===== src/rtl/fetch_flow_ctrl_pkg.sv =====
// Shared types and constants for the fetch flow controller.
`ifndef PD_BUF_SIZE
`define PD_BUF_SIZE 4
`endif

package fetch_flow_ctrl_pkg;
   localparam int FFC_BUF_SIZE      = `PD_BUF_SIZE;
   localparam int FFC_FID_W         = 5;
   localparam int FETCH_BLOCK_HW    = 8;
   localparam int FETCH_BLOCK_SHIFT = $clog2(FETCH_BLOCK_HW);

   typedef logic [FFC_FID_W-1:0] FetchID_t;

   typedef enum logic {
      FFC_FLUSH = 1'b0,
      FFC_RUN   = 1'b1
   } ffc_state_t;

   // Start of the next fetch block; the carry out of bit 30 is dropped.
   function automatic logic [30:0] next_block_pc(input logic [30:0] pc);
      logic [30-FETCH_BLOCK_SHIFT:0] blk;
      blk = pc[30:FETCH_BLOCK_SHIFT] + (31-FETCH_BLOCK_SHIFT)'(1);
      return {blk, {FETCH_BLOCK_SHIFT{1'b0}}};
   endfunction
endpackage


===== src/rtl/ffc_credit_ctr.sv =====
// Saturating up/down counter with synchronous load; inc and dec together cancel.
module ffc_credit_ctr #(
   parameter int             W       = 3,
   parameter logic [W-1:0]   MAX     = '1,
   parameter logic [W-1:0]   RST_VAL = '0
) (
   input  logic         clk,
   input  logic         rst,
   input  logic         load,
   input  logic [W-1:0] load_val,
   input  logic         inc,
   input  logic         dec,
   output logic [W-1:0] count
);
   logic [W-1:0] count_reg, count_next;

   always_comb begin
      count_next = count_reg;
      if (load)
         count_next = load_val;
      else if (inc && !dec && count_reg != MAX)
         count_next = count_reg + W'(1);
      else if (dec && !inc && count_reg != '0)
         count_next = count_reg - W'(1);
   end

   always_ff @(posedge clk) begin
      if (rst)
         count_reg <= RST_VAL;
      else
         count_reg <= count_next;
   end

   assign count = count_reg;
endmodule


===== src/rtl/fetch_flow_ctrl.sv =====
// Fetch PC/ID sequencer: issues a bundle request only when a predecode slot is reserved for it.
module fetch_flow_ctrl
   import fetch_flow_ctrl_pkg::*;
#(
   parameter int          BUF_SIZE  = FFC_BUF_SIZE,
   parameter int          FETCH_LAT = 2,
   parameter int          FID_W     = FFC_FID_W,
   parameter logic [30:0] RESET_PC  = 31'h0
) (
   input  logic                        clk,
   input  logic                        rst,
   input  logic                        IN_mispred,
   input  logic [30:0]                 IN_mispredPC,
   input  logic                        IN_bpRedir,
   input  logic [30:0]                 IN_bpTarget,
   input  logic                        IN_stall,
   input  logic                        IN_icReady,
   input  logic                        IN_pdDeq,
   input  logic                        IN_fidFree,
   output logic                        OUT_fetchValid,
   output logic [30:0]                 OUT_fetchPC,
   output logic [FID_W-1:0]            OUT_fetchID,
   output logic                        OUT_flush,
   output logic [$clog2(BUF_SIZE):0]   OUT_credits
);
   localparam int                CW         = $clog2(BUF_SIZE) + 1;
   localparam int                DW         = $clog2(FETCH_LAT + 1);
   localparam logic [CW-1:0]     CREDIT_MAX = CW'(BUF_SIZE);
   localparam logic [FID_W-1:0]  FID_MAX    = '1;
   localparam logic [DW-1:0]     DRAIN_INIT = DW'(FETCH_LAT);

   ffc_state_t        state_reg, state_next;
   logic [DW-1:0]     drain_reg, drain_next;
   logic [30:0]       pc_reg, pc_next;
   logic [FID_W-1:0]  fid_reg, fid_next;
   logic [CW-1:0]     credits;
   logic [FID_W-1:0]  outstanding;
   logic              run, issue, credit_inc;

   assign run   = (state_reg == FFC_RUN);
   assign issue = run && IN_icReady && !IN_stall && !IN_mispred &&
                  (credits != '0) && (outstanding != FID_MAX);
   // Dequeues during a flush refer to entries that are being discarded anyway.
   assign credit_inc = IN_pdDeq && run && !IN_mispred;

   ffc_credit_ctr #(.W(CW), .MAX(CREDIT_MAX), .RST_VAL(CREDIT_MAX)) u_credits (
      .clk      (clk),
      .rst      (rst),
      .load     (IN_mispred),
      .load_val (CREDIT_MAX),
      .inc      (credit_inc),
      .dec      (issue),
      .count    (credits)
   );

   ffc_credit_ctr #(.W(FID_W), .MAX(FID_MAX), .RST_VAL('0)) u_outstanding (
      .clk      (clk),
      .rst      (rst),
      .load     (1'b0),
      .load_val ('0),
      .inc      (issue),
      .dec      (IN_fidFree),
      .count    (outstanding)
   );

   always_comb begin
      state_next = state_reg;
      drain_next = drain_reg;
      pc_next    = pc_reg;
      fid_next   = fid_reg;
      if (IN_mispred) begin
         state_next = FFC_FLUSH;
         drain_next = DRAIN_INIT;
         pc_next    = IN_mispredPC;
      end else begin
         if (state_reg == FFC_FLUSH) begin
            if (drain_reg <= DW'(1)) begin
               state_next = FFC_RUN;
               drain_next = '0;
            end else begin
               drain_next = drain_reg - DW'(1);
            end
         end
         if (issue) begin
            fid_next = fid_reg + FID_W'(1);
            pc_next  = IN_bpRedir ? IN_bpTarget : next_block_pc(pc_reg);
         end else if (IN_bpRedir) begin
            pc_next = IN_bpTarget;
         end
      end
   end

   always_ff @(posedge clk) begin
      if (rst) begin
         state_reg <= FFC_FLUSH;
         drain_reg <= DRAIN_INIT;
         pc_reg    <= RESET_PC;
         fid_reg   <= '0;
      end else begin
         state_reg <= state_next;
         drain_reg <= drain_next;
         pc_reg    <= pc_next;
         fid_reg   <= fid_next;
      end
   end

   always_ff @(posedge clk) begin
      if (!rst) begin
         assert (!(IN_fidFree && outstanding == '0));
         assert (!(credit_inc && !issue && credits == CREDIT_MAX));
      end
   end

   assign OUT_fetchValid = issue;
   assign OUT_fetchPC    = pc_reg;
   assign OUT_fetchID    = fid_reg;
   assign OUT_flush      = !run;
   assign OUT_credits    = credits;
endmodule


===== config.mk =====
export PLATFORM = sky130hd
export DESIGN_NAME = fetch_flow_ctrl
export DESIGN_NICKNAME = d
export VERILOG_FILES = /design/src/rtl/fetch_flow_ctrl_pkg.sv /design/src/rtl/ffc_credit_ctr.sv /design/src/rtl/fetch_flow_ctrl.sv
export SDC_FILE = /design/constraint.sdc
export NUM_CORES = 1
export LEC_CHECK = 0
export BUFFER_PORTS_ARGS = -buffer_cell sky130_fd_sc_hd__buf_4
export CORE_MARGIN = 4
export CORE_UTILIZATION = 45
export CTS_CLUSTER_SIZE = 25
export DETAILED_ROUTE_END_ITERATION = 7
export GPL_ROUTABILITY_DRIVEN = 0
export GPL_TIMING_DRIVEN = 0
export PLACE_DENSITY_LB_ADDON = 0.15
export SYNTH_ARGS = -nofsm -noshare
export SYNTH_HDL_FRONTEND = slang
export SYNTH_SLANG_ARGS = --single-unit
export TNS_END_PERCENT = 100

===== constraint.sdc =====
create_clock -name clk -period 2.95 [get_ports clk]
set_input_delay 0 -clock clk [delete_from_list [all_inputs] [get_ports clk]]
set_output_delay 0 -clock clk [all_outputs]
set_load 0.01 [all_outputs]

==> flow_metrics.tcl, run 1 <==
set metrics [dict create \
    outcome "complete, but fails checks" \
    violations "negative hold slack" \
    ant_nets 0 \
    start_util 0.4608 \
    via_per_inst 5.913 \
    crit_required_ps 3130 \
    dr_total_vias 3311 \
    final_cell_mix "110 x buf_4, 47 x dfxtp_1, 34 x nor2_1" \
    report.final.slew_viol_count 0 \
    ios 111 \
    fmax_mhz 363.9 \
    fp-row-count 29 \
    drt-initial-drc-count 354 \
    r2r_setup_slack_ps 200 \
    first_pass_iters 5 \
    grt_pass1_vias 3224 \
    io_buffers 109 \
    cts_sinks 47 \
    finalSetupViolCount 0 \
    grt_start_max_net_pins 18 \
    min_path_type "in2reg" \
    die_area_mm2 0.007815 \
    chipHeight_um 88.40 \
    die_w_um 88.40 \
    cap_violations 0 \
    cp-start-kind "flop" \
    syn2layout_area_growth_pct 41.38 \
    n_fill_cell 596 \
    max_slew_margin 0.5868 \
    synth_area_mm2 0.002909 \
    crit_type "reg2reg" \
    min_period_over_period 0.9316 \
    p_per_area_mw_per_mm2 450.7 \
    yosysWarnings 0 \
    antenna_found_initial 0 \
    synth_nets 429 \
    postCtsSetupBuffers 0 \
    ys_seq_area_frac 0.3234 \
    grtUsageTotal 0.2655 \
    cts_tree "built" \
    p_leak_uw 0.001702 \
    antennaDiodeCount 0 \
    htreeDepth 2 \
    design_area_mm2 0.004113 \
    min_period_ps 2748 \
    grt_overflow 0 \
    layout_commonest_cell "buf_4" \
    dp_slack_ps -394.5 \
    wirelength_um 10320 \
    holdWs_ps -7.129 \
    coreArea_mm2 0.006314 \
    postPlaceCellArea_mm2 0.003824 \
    ys_async_sr_fraction 0 \
    finalHoldViolCount 2 \
    ys_ff_latch 47 \
    cts_buffer_depth 2 \
    fin_ws_ps 201.9 \
    worstMarginPinSlew_ps 619.9 \
    wl_per_cell_um 18.43 \
    cts_made_buffers 5 \
    crit_fanout 17 \
    cts.clk_slew.worst_paths_ps 90 \
    syn_area_per_cell_um2 8.264 \
    grt_pass1_wl_um 15920 \
    dp_hpwl_um 7460 \
    synth_ff_type "dfxtp_1" \
    route.detailed.drc 0 \
    clock_skew_ps 6.783 \
    nets 559 \
    end_kind "flop" \
    peakVddDrop_mv 0.2814 \
    synth-edff-count 0 \
    drive_gt1_frac 0.2857 \
    ys_types 63 \
    syn_inst 352 \
    clock_latency_ps 310 \
    root_buffer "clkbuf_8" \
    largest_reg_flops 31 \
    cp.arrival_ps 2930 \
]
## worst max-delay path, stage by stage (launching register included)
cell and delay [ps]:
dfxtp_1 380, and4_1 200, a211o_1 280, buf_2 200, inv_6 170, nand2b_1 160, fa_1 440, a21o_1 200
a21oi_1 180, nor3b_2 220, o21a_1 150, nor3_1 40
## layout make-up
class / count / area, um^2 / share of cell area
plain buffers: 25 / 142.6 / 0.03468
flip-flops and latches: 47 / 940.9 / 0.2288
clock inverters: 2 / 60.06 / 0.01460
clock buffers: 6 / 72.57 / 0.01765
multi-input cells: 269 / 1789 / 0.4350
repair buffers: 124 / 968.4 / 0.2355
well taps: 77 / 96.34 / 0.02343
inverters: 10 / 42.54 / 0.01034
## power by group
group          internal [uW]  total, uW  switching, uW
logic                    274        505            231
registers                693        769           75.5
clock network            339        580            241
total                   1310       1850            547
## kinds of logic (layout without fill, tap and decap cells)
family / Yosys count / count (layout) / synth area share
AOI/OAI and AO/OA: 105 / 105 / 0.2529
xor gates and xnor gates: 24 / 24 / 0.07226
buffers and inverters: 36 / 167 / 0.06322
adders and majority gates: 7 / 7 / 0.03527
and+or+nand+nor: 125 / 125 / 0.2254
DFF: 47 / 47 / 0.3234
muxes: 8 / 8 / 0.02753
## per-layer routing
| layer | GRT usage | part of all wire | vias up |
|---|---|---|---|
| li1 | - | - | 1586 |
| met1 | 0.3256 | 0.40 | 1548 |
| met2 | 0.4487 | 0.48 | 159 |
| met3 | 0.06983 | 0.095 | 18 |
| met4 | 0.09478 | 0.022 | 0 |
| met5 | 0 | 0 | - |
## Yosys cell counts, drive strengths merged, types with 8 or more instances
library cell  number  share of area
nand2             20          0.026
xor2               8          0.024
a211oi            12          0.031
clkbuf            15          0.027
nand4             10          0.024
inv                9          0.012
nor3              14          0.026
a21oi             24          0.041
o21ai             12          0.021
mux2i              8          0.028
dfxtp             47           0.32
nand3             14          0.026
buf                9          0.018
o22ai              8          0.017
nor2              34          0.044
xnor2             16          0.048
a22oi              9          0.023
## through the flow
step / total power, uW / hold WS [ps] / setup TNS [ps] / cells / utilization
3_5_place_dp: 1261 / 250.7 / -421.1 / 538 / 0.6056
3_3_place_gp: 1244 / 231.0 / -337.8 / 538 / 0.6056
4_1_cts: 1847 / 2.166 / 0 / 559 / 0.6486
5_1_grt: 1941 / 9.183 / -11.77 / 560 / 0.6514
6_report: 1854 / -7.129 / 0 / 560 / 0.6514
2_1_floorplan: 1058 / 104.5 / 0 / 352 / -
## worst paths after layout
| kind | cells past startpoint | end | startpoint |
|---|---|---|---|
| hold reg to reg | 1 | run | drain_reg[1] |
| hold / removal | 3 | OUT_fetchPC[17] | IN_mispredPC[17] |
| setup reg to reg | 11 | u_outstanding.count[4] | u_outstanding.count[1] |
| setup / recovery | 11 | u_outstanding.count[4] | u_outstanding.count[1] |
## timing repair
| item | in CTS | in global routing |
|---|---|---|
| gates resized for setup | 1 | 2 |
| endpoints found under the hold margin | 11 | 1 |
| endpoints found under the setup margin | 2 | 1 |
| hold buffers | 14 | 1 |
No activity file was read; power rests on OpenSTA's default activity.
==> run 2: changes to the inputs <==
- RECOVER_POWER: default -> 25
- clock period: 2.95 -> 2.6 ns (I/O delays scaled with it)
==> flow_metrics.tcl, run 2 (synthesized netlist as in run 1, its figures left out) <==
set metrics [dict create \
    wirelength_um 10410 \
    cap_violations 0 \
    grt_pass1_vias 3165 \
    crit_required_ps 2770 \
    first_pass_iters 5 \
    cts_buffer_depth 2 \
    min_path_cells 3 \
    worstHoldEndpoint "OUT_fetchPC[22]" \
    fin_ws_ps 137.4 \
    finalSetupViolCount 0 \
    p_per_area_mw_per_mm2 498.0 \
    p_leak_uw 0.001653 \
    htreeDepth 2 \
    largest_reg_flops 31 \
    antennaDiodeCount 0 \
    min_period_ps 2463 \
    dp_hpwl_um 7622 \
    cp_top_family "compound AO/OA/AOI/OAI gates" \
    cts.clk_slew.worst_paths_ps 90 \
    start_util 0.4608 \
    layout_commonest_cell "buf_4" \
    final_cell_mix "92 x buf_4, 41 x dfxtp_1, 34 x nor2_1" \
    r2r-start "u_outstanding.count[3]" \
    chipHeight_um 88.40 \
    crit_fanout 17 \
    final_cell_count_no_fill 566 \
    coreArea_mm2 0.006314 \
    via_per_inst 5.989 \
    grt_overflow 0 \
    violations "negative hold slack" \
    cp.arrival_ps 2640 \
    min_period_over_period 0.9472 \
    ant_nets 0 \
    wl_per_cell_um 18.39 \
    fmax_mhz 406.1 \
    die_area_mm2 0.007815 \
    grtUsageTotal 0.2650 \
    antenna_found_initial 0 \
    worstMarginPinSlew_ps 689.7 \
    path_cells "and4_1 > a211o_1 > buf_6 > inv_8 > nand2b_4 > fa_2 > a21o_1 > a21oi_2 > nor3b_2 > o21a_1 > nor3_1" \
    rsz0062_at_grt "no" \
    min_path_type "in2reg" \
    dp.cells 538 \
    clock_latency_ps 310 \
    max_slew_margin 0.5402 \
    io_buffers 109 \
    cp_slowest_stage_delay_ps 370 \
    power_uw 2042 \
    drive_gt1_frac 0.2658 \
    ios 111 \
    cp_num_buf_inv 2 \
    holdWs_ps -3.311 \
    report.final.slew_viol_count 0 \
    dp_slack_ps -360.4 \
    crit_type "reg2reg" \
    end_kind "flop" \
    root_buffer "clkbuf_8" \
    route.detailed.drc 0 \
    fp-row-count 29 \
    cp-start-kind "flop" \
    drt-initial-drc-count 276 \
    cpMaxStageDelayCell "fa_2" \
    n_fill_cell 593 \
    grt_start_max_net_pins 15 \
    outcome "complete, but fails checks" \
    peakVddDrop_mv 0.3320 \
    die_w_um 88.40 \
    cts_sinks 47 \
    grt_pass1_wl_um 15780 \
    syn2layout_area_growth_pct 40.99 \
    r2r_end "u_outstanding.count[4]" \
    min_from "IN_bpTarget[22]" \
    fin_util 0.6496 \
    cts_made_buffers 5 \
    dr_total_vias 3390 \
    r2r_setup_slack_ps 140 \
    finalHoldViolCount 2 \
    cts_tree "built" \
    clock_skew_ps 3.805 \
    nets 565 \
    worst_r2r_path_depth 11 \
]
## run 2: cell types whose count changed in the layout (fill, tap and decap cells not counted), moves of 3 or more
cell,change
buf_4,-18
dfxtp_2,+6
dlygate4sd3_1,+3
clkbuf_1,+20
dfxtp_1,-6
## run 2: tightest hold or removal path: cells and delay by family
family / cells / cell delay [ps]
AOI/OAI and AO/OA: 2 / 180
buffers and inverters: 1 / 80
## run 2: through the flow
step / instance area (um^2) / setup TNS [ps]
after detailed placement: 3834 / -411.5
after global placement: 3834 / -284.2
after CTS: 4178 / 0
after global routing: 4101 / 0
final: 4101 / 0
after floorplan: 2919 / 0
## run 2: cell type report
cell class	count	area, um^2	share of cell area
multi-input cells	269	1803	0.4396
flip-flops and latches	47	948.4	0.2312
repair buffers	130	942.2	0.2297
plain buffers	25	148.9	0.03630
well taps	77	96.34	0.02349
clock buffers	6	82.58	0.02013
inverters	10	45.04	0.01098
clock inverters	2	35.03	0.008542
## run 2: per-layer routing
metal / global-route usage / routed length, um
met1: 0.3498 / 4366
met2: 0.4405 / 5022
met3: 0.04562 / 829
met4: 0.08516 / 189
met5: 0 / 0
## run 2: power by group
group | total, uW | switching, uW | internal [uW]
registers | 875 | 82.9 | 792
clock network | 578 | 266 | 312
logic | 590 | 274 | 316
total | 2040 | 623 | 1420
## run 2: what timing repair did
item | CTS | global route
pin swaps | 1 | 3
gates resized for setup | 12 | 3
hold buffers | 18 | 0
hold endpoints to repair | 14 | 0
setup buffers | 0 | 3
setup endpoints to repair | 2 | 3
## run 2: how the worst max path moves through the flow
stage               cells after the start              startpoint                     end  slack [ps]
CTS                                    12  u_outstanding.count[3]  u_outstanding.count[4]          20
floorplan                              12  u_outstanding.count[1]  u_outstanding.count[4]          10
finish                                 11  u_outstanding.count[3]  u_outstanding.count[4]         140
global placement                       12  u_outstanding.count[1]  u_outstanding.count[4]        -280
detailed placement                     12  u_outstanding.count[1]  u_outstanding.count[4]        -360
global route                           11  u_outstanding.count[3]  u_outstanding.count[4]          30
